<file path="src/rtl/char_out_uart.sv">
// Character sink for the core's output strobe: a small byte FIFO that never
// back-pressures the writer, drained by an 8N1 UART transmitter on tx.
module char_out_uart #(
    parameter int CLK_PER_BIT = 16,
    parameter int FIFO_LOG2   = 3
) (
    input  logic                 clk,
    input  logic                 reset,
    input  logic                 sendingChar,
    input  logic [7:0]           sendedChar,
    output logic                 tx,
    output logic                 busy,
    output logic                 overflow,
    output logic [FIFO_LOG2:0]   fifo_count
);
    localparam int DEPTH = 1 << FIFO_LOG2;
    localparam int CW    = $clog2(CLK_PER_BIT);

    localparam logic [CW-1:0]        CNT_LAST = CW'(CLK_PER_BIT - 1);
    localparam logic [CW-1:0]        CNT_ONE  = CW'(1);
    localparam logic [FIFO_LOG2-1:0] PTR_ONE  = FIFO_LOG2'(1);
    localparam logic [FIFO_LOG2:0]   Q_ONE    = (FIFO_LOG2 + 1)'(1);
    localparam logic [FIFO_LOG2:0]   Q_FULL   = {1'b1, {FIFO_LOG2{1'b0}}};

    typedef enum logic [1:0] {IDLE, START, DATA, STOP} state_t;

    state_t               state_q;
    logic [CW-1:0]        bit_cnt_q;
    logic [2:0]           bit_idx_q;
    logic [7:0]           shift_q;
    logic                 tx_q;
    logic [7:0]           mem_q [DEPTH];
    logic [FIFO_LOG2-1:0] wr_ptr_q, rd_ptr_q;
    logic [FIFO_LOG2:0]   count_q, count_d;
    logic                 ovf_q;
    logic                 bit_end, has_data, full, pop, push;

    assign bit_end  = (bit_cnt_q == CNT_LAST);
    assign has_data = (count_q != '0);
    assign full     = (count_q == Q_FULL);
    // Pop decisions use the registered count, so a byte written this cycle
    // is only seen by the transmitter on the next one.
    assign pop      = has_data && ((state_q == IDLE) || ((state_q == STOP) && bit_end));
    assign push     = sendingChar && (!full || pop);

    always_comb begin
        count_d = count_q;
        if (push && !pop)
            count_d = count_q + Q_ONE;
        else if (pop && !push)
            count_d = count_q - Q_ONE;
    end

    always_ff @(posedge clk) begin
        if (reset && push)
            mem_q[wr_ptr_q] <= sendedChar;
    end

    always_ff @(posedge clk) begin
        if (!reset) begin
            wr_ptr_q <= '0;
            rd_ptr_q <= '0;
            count_q  <= '0;
            ovf_q    <= 1'b0;
        end else begin
            if (push)
                wr_ptr_q <= wr_ptr_q + PTR_ONE;
            if (pop)
                rd_ptr_q <= rd_ptr_q + PTR_ONE;
            count_q <= count_d;
            if (sendingChar && !push)
                ovf_q <= 1'b1;
        end
    end

    // tx_q is loaded with the level of the state being entered, so the line
    // changes on the same edge as the state.
    always_ff @(posedge clk) begin
        if (!reset) begin
            state_q   <= IDLE;
            bit_cnt_q <= '0;
            bit_idx_q <= '0;
            shift_q   <= '0;
            tx_q      <= 1'b1;
        end else begin
            case (state_q)
                IDLE: begin
                    tx_q <= 1'b1;
                    if (pop) begin
                        shift_q   <= mem_q[rd_ptr_q];
                        bit_cnt_q <= '0;
                        bit_idx_q <= '0;
                        state_q   <= START;
                        tx_q      <= 1'b0;
                    end
                end
                START: begin
                    if (bit_end) begin
                        bit_cnt_q <= '0;
                        state_q   <= DATA;
                        tx_q      <= shift_q[0];
                    end else begin
                        bit_cnt_q <= bit_cnt_q + CNT_ONE;
                    end
                end
                DATA: begin
                    if (bit_end) begin
                        bit_cnt_q <= '0;
                        if (bit_idx_q == 3'd7) begin
                            state_q <= STOP;
                            tx_q    <= 1'b1;
                        end else begin
                            shift_q   <= {1'b0, shift_q[7:1]};
                            bit_idx_q <= bit_idx_q + 3'd1;
                            tx_q      <= shift_q[1];
                        end
                    end else begin
                        bit_cnt_q <= bit_cnt_q + CNT_ONE;
                    end
                end
                STOP: begin
                    if (bit_end) begin
                        bit_cnt_q <= '0;
                        if (pop) begin
                            shift_q   <= mem_q[rd_ptr_q];
                            bit_idx_q <= '0;
                            state_q   <= START;
                            tx_q      <= 1'b0;
                        end else begin
                            state_q <= IDLE;
                            tx_q    <= 1'b1;
                        end
                    end else begin
                        bit_cnt_q <= bit_cnt_q + CNT_ONE;
                    end
                end
                default: begin
                    state_q <= IDLE;
                    tx_q    <= 1'b1;
                end
            endcase
        end
    end

    assign tx         = tx_q;
    assign overflow   = ovf_q;
    assign fifo_count = count_q;
    assign busy       = (state_q != IDLE) || has_data;
endmodule

</file>
<file path="config.mk">
export PLATFORM = sky130hd
export DESIGN_NAME = char_out_uart
export DESIGN_NICKNAME = d
export VERILOG_FILES = /design/src/rtl/char_out_uart.sv
export SDC_FILE = /design/constraint.sdc
export NUM_CORES = 1
export LEC_CHECK = 0
export ABC_AREA = 1
export CORE_MARGIN = 2
export CORE_UTILIZATION = 40
export DETAILED_ROUTE_END_ITERATION = 12
export GPL_TIMING_DRIVEN = 0
export REMOVE_ABC_BUFFERS = 1
export SYNTH_ARGS = -nofsm -noshare
export SYNTH_HDL_FRONTEND = slang
export SYNTH_SLANG_ARGS = --single-unit
export TNS_END_PERCENT = 5
</file>
<file path="constraint.sdc">
create_clock -name clk -period 2.9 [get_ports clk]
set_clock_uncertainty 0.05 [all_clocks]
set_input_delay 0.29 -clock clk [delete_from_list [all_inputs] [get_ports clk]]
set_output_delay 0.29 -clock clk [all_outputs]
set_load 0.1 [all_outputs]
</file>
* Yosys cells after proc, flatten, opt, wreduce, memory -nomap -nowiden *
Memory sizes are Yosys's and may differ from the RTL's. A register that Yosys moved wholly into a read port is not among the register bits.
Index checks and enable logic that the tools add are counted.

word-level totals
  output and inout port bits = 7
  bits of input ports = 11
  register bits after elaboration = 29
  memory bits (writable) = 64
  memories kept = 1

cells by class
  equality and inequality tests = 12
  multiplexer cells = 32
  add/subtract/negate cells = 6
  reductions and logical operators = 22

memories
  memory  words  width  rd ports  clocked after memory_dff  write ports  line  source
  mem_q   8      8      1         1                         1            32    logic [7:0] mem_q [DEPTH];

operators with widths
  cell                   count
  $mux W8                4
  $pmux W8 S3            1
  $mux W3                6
  $mux W4                4
  $ne A2 B2 Y1 const B   6
  $mux W2                5
  $add A3 B1 Y3 const B  3
  $pmux W3 S3            1
  $add A4 B1 Y4 const B  2
  $eq A4 B4 Y1 const B   2
  $mux W1                8
  $pmux W2 S4            1
  $pmux W4 S2            1
  $logic_and A1 B1 Y1    7
  $reduce_and A5 Y1      1
  $eq A2 B2 Y1 const B   2
  $pmux W1 S4            1
  $reduce_and A4 Y1      1
  $reduce_bool A2 Y1     2
  $reduce_bool A4 Y1     1
  $sub A4 B1 Y4 const B  1
  $eq A3 B3 Y1 const B   1
  $logic_not A1 Y1       3
  $logic_or A1 B1 Y1     3
  other kinds (5)        5

* Longest topological paths before layout *
Gate-level depths: netlist of the first run.

  depth after elaboration = 10
  gate-level depth with buffers = 14

* Worst setup path after synthesis of the first run *
No wires, ideal clock.

  path type = register to register
  start = register count_q[0], in the netlist fifo_count[0]
  end = register count_q[3], in the netlist fifo_count[3]
  stages on the path, launching flop included = 13
  buffers on the path = 0
  arrival = 2.617 ns
  period minus slack after synthesis = 2.799 ns
  setup slack = 0.101 ns
  data required time = 2.718 ns
  library setup time = 0.132 ns
  path through = dfxtp_1 > nor2_2 > nand4_1 > nand2_1 > inv_1 > ha_1 > inv_1 > ha_1 > nand3_1 > and2_1 > xor2_1 > nand2_1 > a21oi_1

between the ends
  cells in the longest elaborated chain, start to end = 7
  elaborated cells between the ends (all ways) = 15

RTL lines
  element                                                line  source
  from (decl)                                            34    logic [FIFO_LOG2:0] count_q, count_d;
  from (signal assigned)                                 70    count_q <= count_d;
  branches (longest 7 deep; another with $sub A4 B1 Y4)  -

Several ways; the timed one is not identified. The select of a mux whose other input is x is not followed.
A chain may end at the register's enable or synchronous reset.

* Worst setup path in the final report of the first run *
  start = register state_q[0]
  end = output port busy

between the ends
  cells in the longest elaborated chain, start to end = 2

RTL lines
  element                 line  source
  from (decl)             27    state_t state_q;
  from (signal assigned)  80    state_q <= IDLE;
  from (signal assigned)  93    state_q <= START;
  from (signal assigned)  100   state_q <= DATA;
  $reduce_bool A2 Y1      148   assign busy = (state_q != IDLE) || has_data;
  $logic_or A1 B1 Y1      148
  to (decl)               12    output logic busy,

Every way passes these cells.

==> metrics, run 1 <==
status=finished, final reports clean; CP peak stage delay=1.15 ns; ranking of synthesized cells by area=edfxtp_1, dfxtp_1, nand2_1; period utilization=95.1%; Seq/Total Area, Yosys=59.8%; Die Area=11600 µm²; Post-synth EDFFs=64; Routed WL per cell=13.9 µm; Worst Setup End Kind=output port; Psw=1.88 mW; most frequent cell after synthesis=nand2_1; Tot GR Track Use=15.8%; Internal=2.49 mW; commonest cells in the netlist=nand2_1, edfxtp_1, nand3_1; critical path class=flip-flop to output port; Crit path arrival time=2.42 ns; initial antenna violation count=0; Gate power share=39.9%; worst-margin pin slew=0.969 ns; Final Hold Violating Endpoints=0; area leader, netlist=edfxtp_1; clock latency at the later pin of the worst-skew pair=0.36 ns; Final nets=493; vias in the first global route=2819; Hold Crit Depth=2; maxcap violations=0; Req. time, crit path=2.56 ns; post-CTS setup buffers=0; DRC viols=0; slew margin rel.=35.2%; min-delay src=overflow; area share of the largest cell type after synthesis=44.8%; Yosys reg bits=96; fraction of synthesis flops using an asynchronous set or reset pin=0%; drt via density=4.86; area delta synth->final=10.9%; hpwl dp=5.26 mm; leakage=1.92 nW; distinct cell type count after synthesis=30; Ports=18; Setup TNS Final=0 ns; Final min period=2.76 ns; Initial Util=41.3%; unrepaired setup endpoints after global routing=yes; first-pass GRT wire length=14.1 mm; reg-to-reg critical path endpoint=fifo_count[3]; fin. max-slew vios=0; critical-path cell list=inv_1 -> ha_1 -> nand4_2 -> clkdlybuf4s50_1; post-route ant nets=0; Mapped Avg Cell Area=9.40 µm²; reg-to-reg slack, setup=0.31 ns; switching part of the total power=42.9%; final wirelength=8.45 mm; Placement Setup Slack=-0.545 ns; # clock sinks=96; total CTS buffers=9; Post-Syn Area=4290 µm²; Clock power frac=19.2%; share of cells above drive strength 1=8.03%; DRT iter0 DRCs=145; worst min path class=flip-flop to flip-flop; Setup WS post-layout=0.142 ns; clock buffer depth=2; Die X=108 µm; core area=10400 µm²; crit path launch type=flip-flop; port bufs=17; site row count=37; # setup viols final=0; Flop pwr share=41.0%; via count=2962; Root Buffer=clkbuf_8; Hold Crit Endpoint=overflow; grt total ovfl=0; R2R cell count=14; Worst-path clk slew=0.09 ns; pwr/cell area=919 nW/µm²; Max Fanout on Critical Path=6; RR Startpoint=state_q[0]; Layout Utilization=45.8%; H-tree levels=3; Antenna Cells=0; CTS tree=yes; Main synth FF type=edfxtp_1; Die Height=108 µm; routability-driven placement congestion ratio=0.773; Cells after Synth=456; Yosys warning count=0; CP max-delay cell=clkdlybuf4s50_1; f_max=363 MHz; largest net degree at the start of global routing=35; VDD IR-drop max=715 µV; drt first pass iters=4
## how the worst max path moves through the flow
| stage | startpoint | endpoint | slack (ns) | depth (start not counted) |
|---|---|---|---|---|
| floorplan | fifo_count[0] | fifo_count[3] | 0.11 | 12 |
| global placement | reset | mem_q[4][3] | -1.09 | 3 |
| detailed placement | reset | mem_q[1][3] | -0.55 | 5 |
| CTS | reset | mem_q[2][3] | -0.03 | 5 |
| global route | state_q[0] | fifo_count[3] | -0.04 | 14 |
| finish | state_q[0] | busy | 0.14 | 4 |
## layer usage
layer / track usage (%) / wire (µm) / vias to the layer above
met5: 0 / 0 / -
met4: 5.77 / 107 / 0
met3: 2.48 / 295 / 9
met2: 24.1 / 3790 / 49
met1: 22.6 / 4260 / 1384
li1: - / - / 1520
## worst max-delay path, delay by kind of cell (launching register included)
| family | cells | cell delay [ns] |
|---|---|---|
| buf+inv | 2 | 1.25 |
| fa+ha+maj | 1 | 0.25 |
| flops | 1 | 0.41 |
| simple gates | 1 | 0.16 |
## sequential cells by signal, indices dropped and copies added (netlist names), named ones only
| signal | flops |
|---|---|
| bit_idx_q | 3 |
| tx | 1 |
| rd_ptr_q | 3 |
| state_q | 2 |
| mem_q | 64 |
| wr_ptr_q | 3 |
| shift_q | 8 |
| bit_cnt_q | 4 |
| overflow | 1 |
| fifo_count | 4 |
## cell families after synthesis
family                   share of synthesized area [%]
AND/OR/NAND/NOR                                   24.8
flip-flops                                        59.8
buffers and inverters                             5.40
AO/OA/AOI/OAI                                     4.76
adder cells (fa/ha/maj)                           4.26
XOR/XNOR                                          1.02
## power by group through the flow
stage	logic [mW]	registers [mW]	clock network (mW)
2_1_floorplan	1.18	1.96	0
3_3_place_gp	1.71	1.82	0
3_5_place_dp	1.75	1.82	0
4_1_cts	1.76	1.79	0.859
5_1_grt	1.99	1.82	0.911
6_report	1.74	1.79	0.837
## through the flow
stage	instances	instance area, µm²	power (mW)	hold WS (ns)
final	609	4750	4.37	0.434
after global routing	609	4750	4.72	0.484
after CTS	609	4750	4.41	0.441
after detailed placement	593	4560	3.57	0.413
after global placement	592	4540	3.52	0.405
after floorplan	439	4200	3.14	0.339
## area by class of cell
type,count,area (µm²)
Fill cell,998,5620
Sequential cell,96,2560
Clock inverter,7,62.6
Inverter,38,143
Multi-Input combinational cell,305,1510
Timing Repair Buffer,18,180
Clock buffer,9,124
Tap cell,136,170
## cells in the final DEF, fill, tap and decap left out, types with 2 or more instances in the layout
cell             count
a21oi_1             19
clkbuf_8             9
clkdlybuf4s50_1     16
clkinv_4             2
dfxtp_1             31
edfxtp_1            64
ha_1                13
inv_1               34
inv_2                4
inv_6                2
inv_8                2
nand2_1            129
nand2_2              4
nand2_4              2
nand3_1             54
nand4_1              2
nor2_1              46
nor2_2               5
o21ai_0             15
xor2_1               5
## timing repair
item,CTS,global route
setup endpoints to repair,32,29
hold buffers,0,0
gates resized for setup,2,3
Note: power is estimated with default switching activity, not from simulation.
==> run 2, diff against run 1 <==
SETUP_SLACK_MARGIN = 0.4   (was default)
==> metrics, run 2 (synthesized netlist as in run 1, its figures left out) <==
status=finished, final reports clean; Final min period=2.43 ns (-0.329 ns); Post-Place Cells=593 (unchanged); critical-path cell list=inv_1 -> ha_1 -> nand4_2 -> dlygate4sd2_1; # clock sinks=96 (unchanged); final hold slack=0.437 ns (+0.00338 ns); Post-Layout Cell Count=610 (+0.16%); Worst-path clk slew=0.09 ns (about the same); grt total ovfl=0 (unchanged); first-pass GRT wire length=14.1 mm (unchanged); Placed Instance Area=4560 µm² (unchanged); Root Buffer=clkbuf_8; maxcap violations=0 (unchanged); Design Area, Final=4770 µm² (+0.42%); Max Fanout on Critical Path=6 (unchanged); Die Area=11600 µm² (unchanged); CP top delay family=buffers and inverters; Critical path origin=state_q[0]; VDD IR-drop max=718 µV (+0.47%); core area=10400 µm² (unchanged); Worst Setup End Kind=output port; crit path launch type=flip-flop; Routed WL per cell=14.0 µm (+0.73%); pwr/cell area=918 nW/µm² (about the same); cell depth of the worst setup path=4 (unchanged); Top reg by flops=mem_q; Tot GR Track Use=15.8% (unchanged); Final Hold Violating Endpoints=0 (unchanged); worst min path class=flip-flop to flip-flop; reg-to-reg critical path endpoint=fifo_count[3]; Setup TNS Final=0 ns (unchanged); site row count=37 (unchanged); Req. time, crit path=2.56 ns (about the same); final wirelength=8.52 mm (+0.90%); # fillers=1001 (+0.30%); CP peak stage delay=0.87 ns (-0.28 ns); Ports=18 (unchanged); cts hold-fix bufs=0 (unchanged); period utilization=83.7% (-11 points); Buf/Inv on CP=2 (unchanged); max reg flops=64 (unchanged); reg-to-reg slack, setup=0.50 ns (+0.19 ns); R2R cell count=13 (-1); area delta synth->final=11.4%; port bufs=17 (unchanged); Die X=108 µm (unchanged); Placement Setup Slack=-0.545 ns (unchanged); Die Height=108 µm (unchanged); Initial Util=41.3% (unchanged); leakage=1.91 nW (-0.45%); post-route ant nets=0 (unchanged); commonest non-fill, non-tap cell in the layout=nand2_1; DRT iter0 DRCs=147 (+1.4%); Final nets=494 (+0.20%); slew margin rel.=35.0% (-0.26 points); fin. max-slew vios=0 (unchanged); min-delay src=overflow; Layout Utilization=46.0% (+0.19 points); Pwr Total=4.38 mW (+0.36%); unrepaired setup endpoints after global routing=yes; biggest regs=mem_q: 64 flops, shift_q: 8 flops; RR Startpoint=bit_cnt_q[1]; largest net degree at the start of global routing=35 (unchanged); clock buffer depth=2 (unchanged); initial antenna violation count=0 (unchanged); DRC viols=0 (unchanged); drt via density=4.91 (+0.95%); share of cells above drive strength 1=10.1% (+2.1 points); total CTS buffers=9 (unchanged); hpwl dp=5.26 mm (unchanged); Hold Crit Endpoint=overflow; vias in the first global route=2819 (unchanged); routability-driven placement congestion ratio=0.773 (unchanged); CTS tree=yes; most frequent cells in the layout=nand2_1, edfxtp_1, nand3_1; Hold Crit Depth=2 (unchanged); Crit path arrival time=2.09 ns (-0.33 ns); critical path class=flip-flop to output port; # setup viols final=0 (unchanged); H-tree levels=3 (unchanged); worst-margin pin slew=0.972 ns (+0.00382 ns); via count=2995 (+1.1%); Antenna Cells=0 (unchanged); drt first pass iters=4 (unchanged); clock latency at the later pin of the worst-skew pair=0.36 ns (about the same); CP max-delay cell=dlygate4sd2_1; f_max=412 MHz (+14%); Setup WS post-layout=0.472 ns (+0.329 ns)
run 2: cell count changes in the layout (fill, tap and decap cells not counted), moves of 2 or more:
cell / change
ha_1: -2
dfxtp_1: -3
nor2_1: -3
nor2_2: +3
dfxtp_2: +3
ha_2: +2
run 2: metal layers:
| layer | vias to the layer above | part of all wire [%] | global-route usage (%) |
|---|---|---|---|
| met5 | - | 0 | 0 |
| met4 | 0 | 1.3 | 5.77 |
| met3 | 8 | 5.3 | 2.48 |
| met2 | 67 | 45 | 24.1 |
| met1 | 1393 | 48 | 22.6 |
| li1 | 1527 | - | - |
run 2: cell type report:
class                      count  area [µm²]  share of cell area (%)
clock buffer                   9         124                    2.60
sequential                    96        2570                    53.8
timing repair buffer          19         184                    3.85
multi-input combinational    305        1520                    31.9
inverter                      38         143                    2.99
clock inverter                 7        62.6                    1.31
tap                          136         170                    3.56
run 2: worst min-delay path, cell delays in order, from the launching register on:
cell and delay [ns]:
dfxtp_1 0.34, nor2_1 0.05, nor2_1 0.07
run 2: report_power, final:
| part | internal (mW) | total [mW] | switching [mW] |
|---|---|---|---|
| clock network | 0.332 | 0.837 | 0.506 |
| registers | 1.61 | 1.79 | 0.186 |
| logic | 0.556 | 1.75 | 1.19 |
run 2: worst max path at each step:
stage | slack, ns | end
after floorplan | 0.11 | fifo_count[3]
after global placement | -1.09 | mem_q[4][3]
after detailed placement | -0.55 | mem_q[1][3]
after CTS | 0.24 | fifo_count[3]
after global routing | 0.18 | fifo_count[3]
final | 0.47 | busy
run 2: what timing repair did:
action,CTS,global route
pin swaps,0,2
gates resized for setup,8,8
endpoints found under the setup margin,66,65
buffers inserted,0,1
cloned,0,0
==> run 3, diff against run 2 <==
clock period = 2.4 ns   (was 2.9 ns; I/O delays follow)
==> metrics, run 3 (synthesized netlist as in run 1, its figures left out) <==
Worst-path clk slew=0.10 ns (about the same); Post-Layout Cell Count=615 (+0.82%); Routed WL per cell=14.2 µm (+1.9%); total CTS buffers=9 (unchanged); Die Area=11600 µm² (unchanged); worst-margin pin slew=0.969 ns (-0.00336 ns); f_max=448 MHz; hpwl dp=5.26 mm (unchanged); final wirelength=8.75 mm (+2.7%); FF/Latch Area=2580 µm² (+0.49%); core area=10400 µm² (unchanged); Setup TNS Final=0 ns (unchanged); Psw=2.36 mW (+25%); critical path class=flip-flop to output port; max reg flops=64 (unchanged); metal3 WL=364 µm (-19%); Clock power frac=18.5% (-0.6 points); CTS tree=yes; worst min path class=flip-flop to flip-flop; Final min period=2.23 ns; Flop pwr share=40.2% (-0.8 points); largest net degree at the start of global routing=35 (unchanged); area delta synth->final=15.3%; Met2 Routed Length=4.21 mm (+9.6%); initial antenna violation count=0 (unchanged); leakage=1.95 nW (+2.5%); routability-driven placement congestion ratio=0.773 (unchanged); H-tree levels=3 (unchanged); drt first pass iters=4 (unchanged); site row count=37 (unchanged); switching part of the total power=43.1% (+0.086 points); cts hold-fix bufs=0 (unchanged); Layout Utilization=47.6% (+1.6 points); final hold slack=0.439 ns (+0.00135 ns); CP max-delay cell=clkdlybuf4s50_1; unrepaired setup endpoints after global routing=yes; highest routed metal layer=met4; VDD IR-drop max=883 µV (+23%); crit path launch type=flip-flop; clock latency at the later pin of the worst-skew pair=0.36 ns (about the same); Ports=18 (unchanged); DRT iter0 DRCs=161 (+9.5%); period utilization=93.0%; maxcap violations=0 (unchanged); slew margin rel.=35.2% (+0.22 points); Post-Place Cells=593 (unchanged); vias in the first global route=2839 (+0.71%); Internal=3.12 mW (+25%); Metal-1 WL=4.10 mm (-0.27%); # clock sinks=96 (unchanged); Final Hold Violating Endpoints=0 (unchanged); Gate power share=41.4% (+1.5 points); port bufs=17 (unchanged); Final nets=499 (+1.0%); Pwr Total=5.48 mW (+25%); Buf/Inv on CP=1 (-1); Req. time, crit path=2.11 ns (-0.45 ns); commonest non-fill, non-tap cell in the layout=nand2_1; first-pass GRT wire length=14.3 mm (+1.6%); share of cells above drive strength 1=14.4% (+4.3 points); status=finished, final reports clean; clock buffer depth=2 (unchanged); Tot GR Track Use=16.0% (+0.23 points); Die Height=108 µm (unchanged); Worst Setup End Kind=output port; drt via density=4.92 (+0.11%); Initial Util=41.3% (unchanged); Root Buffer=clkbuf_8; Crit path arrival time=1.94 ns (-0.15 ns); via count=3023 (+0.93%); DRC viols=0 (unchanged); critical-path cell list=clkdlybuf4s50_1; fin. max-slew vios=0 (unchanged); Max Fanout on Critical Path=4 (-2); Die X=108 µm (unchanged); # setup viols final=0 (unchanged); biggest regs=mem_q: 64 flops, shift_q: 8 flops; pwr/cell area=1110 nW/µm² (+21%); grt total ovfl=0 (unchanged); # fillers=987 (-1.4%); CP top delay family=buffers and inverters; most frequent cells in the layout=nand2_1, edfxtp_1, nand3_1; area taken by multi-input logic gates=1630 µm² (+7.1%); Antenna Cells=0 (unchanged); CP peak stage delay=1.17 ns (+0.30 ns); post-route ant nets=0 (unchanged); Top reg by flops=mem_q
## run 3: cell types whose count changed in the layout (fill, tap and decap cells not counted), sizes merged
cell           change
buf                +5
clkdlybuf4s50      -3
dlygate4sd2        +2
clkdlybuf4s15      +1
## run 3: stage by stage
step / instance area [µm²] / setup slack [ns]
3_5_place_dp: 4560 / -0.995
2_1_floorplan: 4200 / -0.395
5_1_grt: 4940 / 0.104
3_3_place_gp: 4540 / -1.54
4_1_cts: 4860 / 0.149
6_report: 4940 / 0.168
## run 3: final timing paths
path	startpoint	slack [ns]	cells after the start	to
setup / recovery	fifo_count[3]	0.17	1	fifo_count[3]
hold / removal	overflow	0.44	2	overflow
setup reg to reg	state_q[0]	0.27	14	fifo_count[3]
hold reg to reg	overflow	0.44	2	overflow
## run 3: layer usage
metal | vias up | track usage [%]
met5 | - | 0
met4 | 0 | 5.77
met3 | 4 | 2.48
met1 | 1425 | 22.9
met2 | 52 | 24.7
li1 | 1542 | -
## run 3: layout make-up
| type | count | area share [%] |
|---|---|---|
| flip-flops and latches | 96 | 52.2 |
| clock inverters | 7 | 1.27 |
| inverters | 38 | 3.09 |
| repair buffers | 24 | 4.48 |
| clock buffers | 9 | 2.51 |
| multi-input cells | 305 | 33.0 |
| well taps | 136 | 3.44 |
## run 3: power by group through the flow
stage	sequential, mW	combinational, mW	clock, mW
3_3_place_gp	2.20	2.06	0
4_1_cts	2.18	2.18	1.04
5_1_grt	2.23	2.56	1.10
3_5_place_dp	2.20	2.11	0
2_1_floorplan	2.37	1.42	0
6_report	2.20	2.27	1.01
## run 3: timing repair
action / CTS / global route
pin swaps: 2 / 5
setup endpoints to repair: 86 / 87
gates resized for setup: 36 / 19
buffers inserted: 4 / 2
